**config.mk**
```make
export PLATFORM = sky130hd
export DESIGN_NAME = dj8v_ext_bus_ctrl
export DESIGN_NICKNAME = d
export VERILOG_FILES = /design/src/rtl/dj8v_ext_bus_ctrl.sv
export SDC_FILE = /design/constraint.sdc
export NUM_CORES = 1
export LEC_CHECK = 0
export ABC_AREA = 1
export ABC_CLOCK_PERIOD_IN_PS = 2900
export CAP_MARGIN = 20
export CELL_PAD_IN_SITES_DETAIL_PLACEMENT = 1
export CELL_PAD_IN_SITES_GLOBAL_PLACEMENT = 2
export CORE_UTILIZATION = 26
export DETAILED_ROUTE_END_ITERATION = 16
export PLACE_DENSITY_LB_ADDON = 0.12
export SYNTH_ARGS = -nofsm -noshare
export SYNTH_HDL_FRONTEND = slang
export SYNTH_SLANG_ARGS = --single-unit
```
**constraint.sdc**
```tcl
create_clock -name clk -period 2.9 [get_ports clk]
set_clock_uncertainty 0.15 [all_clocks]
set_input_delay 0.435 -clock clk [delete_from_list [all_inputs] [get_ports clk]]
set_output_delay 0.435 -clock clk [all_outputs]
set_load 0.02 [all_outputs]
```
**src/rtl/dj8v_ext_bus_ctrl.sv**
```systemverilog
// dj8v memory-bus controller: serialises one 16-bit-address / 8-bit-data access
// over the shared uio port as ADDR_HI, ADDR_LO, DATA (WAIT_CYCLES+1 cycles), DONE.
module dj8v_ext_bus_ctrl #(
    parameter int unsigned WAIT_CYCLES = 1
) (
    input  logic        clk,
    input  logic        rst,
    input  logic        req,
    input  logic        we,
    input  logic [15:0] addr,
    input  logic [7:0]  wdata,
    output logic        ready,
    output logic        busy,
    output logic [7:0]  rdata,
    input  logic [7:0]  uio_in,
    output logic [7:0]  uio_out,
    output logic [7:0]  uio_oe,
    output logic        ale_hi,
    output logic        ale_lo,
    output logic        rd_n,
    output logic        wr_n
);

    localparam logic [2:0] S_IDLE    = 3'd0;
    localparam logic [2:0] S_ADDR_HI = 3'd1;
    localparam logic [2:0] S_ADDR_LO = 3'd2;
    localparam logic [2:0] S_DATA    = 3'd3;
    localparam logic [2:0] S_DONE    = 3'd4;

    logic [2:0]  state, state_nxt;
    logic [3:0]  wait_cnt, wait_cnt_nxt;
    logic        cap_we, cap_we_nxt;
    logic [15:0] cap_addr, cap_addr_nxt;
    logic [7:0]  cap_wdata, cap_wdata_nxt;
    logic [7:0]  uio_out_nxt, uio_oe_nxt;

    always_comb begin
        state_nxt     = state;
        wait_cnt_nxt  = wait_cnt;
        cap_we_nxt    = cap_we;
        cap_addr_nxt  = cap_addr;
        cap_wdata_nxt = cap_wdata;
        case (state)
            S_IDLE: begin
                if (req) begin
                    state_nxt     = S_ADDR_HI;
                    cap_we_nxt    = we;
                    cap_addr_nxt  = addr;
                    cap_wdata_nxt = wdata;
                end
            end
            S_ADDR_HI: state_nxt = S_ADDR_LO;
            S_ADDR_LO: begin
                state_nxt    = S_DATA;
                wait_cnt_nxt = 4'(WAIT_CYCLES);
            end
            S_DATA: begin
                if (wait_cnt == 4'd0) state_nxt = S_DONE;
                else                  wait_cnt_nxt = wait_cnt - 4'd1;
            end
            S_DONE:  state_nxt = S_IDLE;
            default: state_nxt = S_IDLE;
        endcase
    end

    // Outputs are registered from the next state so each phase is visible in its own cycle.
    always_comb begin
        uio_out_nxt = '0;
        uio_oe_nxt  = '0;
        case (state_nxt)
            S_ADDR_HI: begin
                uio_out_nxt = cap_addr_nxt[15:8];
                uio_oe_nxt  = '1;
            end
            S_ADDR_LO: begin
                uio_out_nxt = cap_addr_nxt[7:0];
                uio_oe_nxt  = '1;
            end
            S_DATA, S_DONE: begin
                if (cap_we_nxt) begin
                    uio_out_nxt = cap_wdata_nxt;
                    uio_oe_nxt  = '1;
                end
            end
            default: ;
        endcase
    end

    always_ff @(posedge clk) begin
        if (rst) begin
            state     <= S_IDLE;
            wait_cnt  <= '0;
            cap_we    <= 1'b0;
            cap_addr  <= '0;
            cap_wdata <= '0;
            ready     <= 1'b0;
            busy      <= 1'b0;
            rdata     <= '0;
            uio_out   <= '0;
            uio_oe    <= '0;
            ale_hi    <= 1'b0;
            ale_lo    <= 1'b0;
            rd_n      <= 1'b1;
            wr_n      <= 1'b1;
        end else begin
            state     <= state_nxt;
            wait_cnt  <= wait_cnt_nxt;
            cap_we    <= cap_we_nxt;
            cap_addr  <= cap_addr_nxt;
            cap_wdata <= cap_wdata_nxt;
            ready     <= (state_nxt == S_DONE);
            busy      <= (state_nxt != S_IDLE);
            uio_out   <= uio_out_nxt;
            uio_oe    <= uio_oe_nxt;
            ale_hi    <= (state_nxt == S_ADDR_HI);
            ale_lo    <= (state_nxt == S_ADDR_LO);
            rd_n      <= !((state_nxt == S_DATA) && !cap_we_nxt);
            wr_n      <= !((state_nxt == S_DATA) && cap_we_nxt);
            if ((state == S_DATA) && (state_nxt == S_DONE) && !cap_we)
                rdata <= uio_in;
        end
    end

endmodule

```
==> flow_summary.yaml <==
placement:
  dpl.cell_count: 405
  dp_hpwl_um: 3999
  dp_slack_ns: 0.5824
  io_buffer_count: 65
  gp_routability_congestion: 0.7051
clocking:
  clockBufferDepth: 2
  clk_latency_ns: 0.29
  hold_buffers: 0
  post_cts_buffers: 0
  cts_root_buf: "clkbuf_8"
  post_cts_resized: 0
  cts_buffers: 5
  clk_pin_slew_worst_paths_ns: 0.08
  cts_htree_levels: 2
  cts_tree: "built"
  cts.sinks: 47
logic_synthesis:
  dominantRegCellSynth: "dfxtp_1"
  synth_nets: 299
  syn_inst: 261
  synth_top_area_frac: 0.4706
  ys.warnings.count: 0
  synth_top_area_cell: "dfxtp_1"
  syn-cell-area_mm2: 0.001999
  yosysSeqAreaShare: 0.4706
  yosys.cell_types.count: 27
  ys_async_sr_fraction: 0
  yosysMostFrequentCell: "nand2_1"
  synth-seq-cells: 47
  synthTopCellsByArea: "dfxtp_1 (47%), nand2_1 (9.9%), a21oi_1 (9.3%), nand4_1 (5.3%), nand3_1 (4.5%)"
  synth_edf_count: 0
  syn_avg_cell_area_um2: 7.661
  ys_top_cells_by_count: "nand2_1 (53), dfxtp_1 (47), a21oi_1 (37)"
sta:
  relSlewSlack: 0.6005
  finalCritPeriodShare: 0.7203
  fmax_mhz: 478.7
  fin_ws_ns: 0.8112
  fin_setup_tns_ns: 0
  slew_violations: 0
  hold_violations: 0
  setup_violations: 0
  worstMarginPinSlew_ns: 0.5973
  grt_setup_unrepaired: "no"
  fin_crit_ns: 2.089
floorplan:
  die-area_mm2: 0.008045
  die_w_um: 89.70
  row_count: 31
  die_h_um: 89.70
  start_util: 0.2727
  io_pins: 66
  core_area_mm2: 0.007331
setup_path:
  slowest_stage: "nor2_2"
  cp_common_cell: "nand2_1"
  crit_path_end_kind: "flip-flop"
  arrival_ns: 2.13
  worst-path-max-fanout: 28
  required_ns: 2.94
  timing_worst_setup_path_type: "reg2reg"
  path_cells: "nor2_2, nand2_4, nand2_1, nand2_2, nor2_1, nand2_1"
  startpoint_type: "flip-flop"
  slowest_delay_ns: 0.52
drt:
  num_vias: 1844
  dr.pass1.iters: 4
  drc: 0
  ant_nets: 0
  wirelength_um: 5483
  routed_via_density: 4.487
  drt_first_iter_violations: 60
  routedWlPerCell_um: 13.34
layout:
  num-fill-cells: 875
  layout.cells.non_filler: 411
  multi_input_area_um2: 823.3
  area_growth_pct: 36.80
  nets: 351
  postLayoutCoreUtil: 0.3731
  drive_gt1_frac: 0.05769
  seqCellArea_um2: 940.9
  diodes: 0
grt:
  grt_antenna_before_repair: 0
  grt_pass1_wl_um: 8894
  grtUsageTotal: 0.1474
  overflow: 0
  grt_pass1_vias: 1777
  grt_max_degree: 29
status:
  status: "complete, no violations"
power_and_ir_drop:
  p_leak_nw: 1.032
  peakVddDrop_v: 0.0002837
  p_per_area_mw_per_mm2: 537.7
job:
  cap_violations: 0
hold_path:
  hold_class: "reg2reg"
## power by group
part	internal, W	total, W	leakage (nW)	switching, W
Clock	0.000161	0.000373	0.0371	0.000211
Sequential	0.000693	0.000725	0.384	0.0000321
Combinational	0.000153	0.000373	0.611	0.000219
Total	0.00101	0.00147	1.03	0.000463
## registers in the layout, indices dropped and copies added (netlist names)
signal	flops
cap_addr	8
cap_wdata	8
rdata	8
uio_out	8
wait_cnt	4
state	3
ale_hi	1
ale_lo	1
busy	1
cap_we	1
rd_n	1
ready	1
uio_oe	1
wr_n	1
## cell families after synthesis
family / count (synthesis) / share of synthesized area
adders and majority gates: 2 / 0.01251
AOI/OAI and AO/OA: 49 / 0.1245
DFF: 47 / 0.4706
and+or+nand+nor: 113 / 0.2747
buffers and inverters: 50 / 0.1176
## stage by stage
| step | cell area (µm²) | hold WS, ns | total power (W) |
|---|---|---|---|
| detailed placement | 2663 | 0.3065 | 0.001118 |
| global placement | 2663 | 0.3022 | 0.001116 |
| global route | 2735 | 0.3356 | 0.001565 |
| finish | 2735 | 0.3127 | 0.001471 |
| floorplan | 1999 | 0.2943 | 0.0009767 |
| CTS | 2735 | 0.3200 | 0.001497 |
## worst max-delay path, delay by kind of cell (launching register included)
| family | cells | cell delay [ns] |
|---|---|---|
| flip-flops | 1 | 0.45 |
| AND/OR/NAND/NOR | 6 | 1.37 |
## cell usage in the layout, fill, tap and decap left out, types with 4 or more instances in the layout
cell              n
inv_2             4
nor2_1           13
o21ai_1           8
inv_1            22
nand2_1          53
nand3_1          18
a21oi_1          37
clkdlybuf4s50_1  65
clkbuf_8          5
nand4_1          17
dfxtp_1          47
## layer usage
layer,vias to the layer above,GRT usage,part of all wire
met1,834,0.2094,0.52
li1,959,-,-
met2,43,0.2204,0.41
met3,8,0.03016,0.051
met4,0,0.05195,0.014
met5,-,0,0
## worst paths after layout
check,startpoint,to,slack (ns),cells after the start
worst max-delay path,state[0],rd_n,0.81,6
worst min-delay path,rdata[5],rdata[5],0.31,2
worst max register to register,state[0],rd_n,0.81,6
worst min register to register,rdata[5],rdata[5],0.31,2
## layout make-up
type,count,share of cell area
sequential,47,0.3440
multi-input combinational,164,0.3010
timing repair buffer,68,0.2461
tap,99,0.04529
inverter,27,0.03705
clock buffer,6,0.02653
Note: power is estimated with default switching activity, not from simulation.
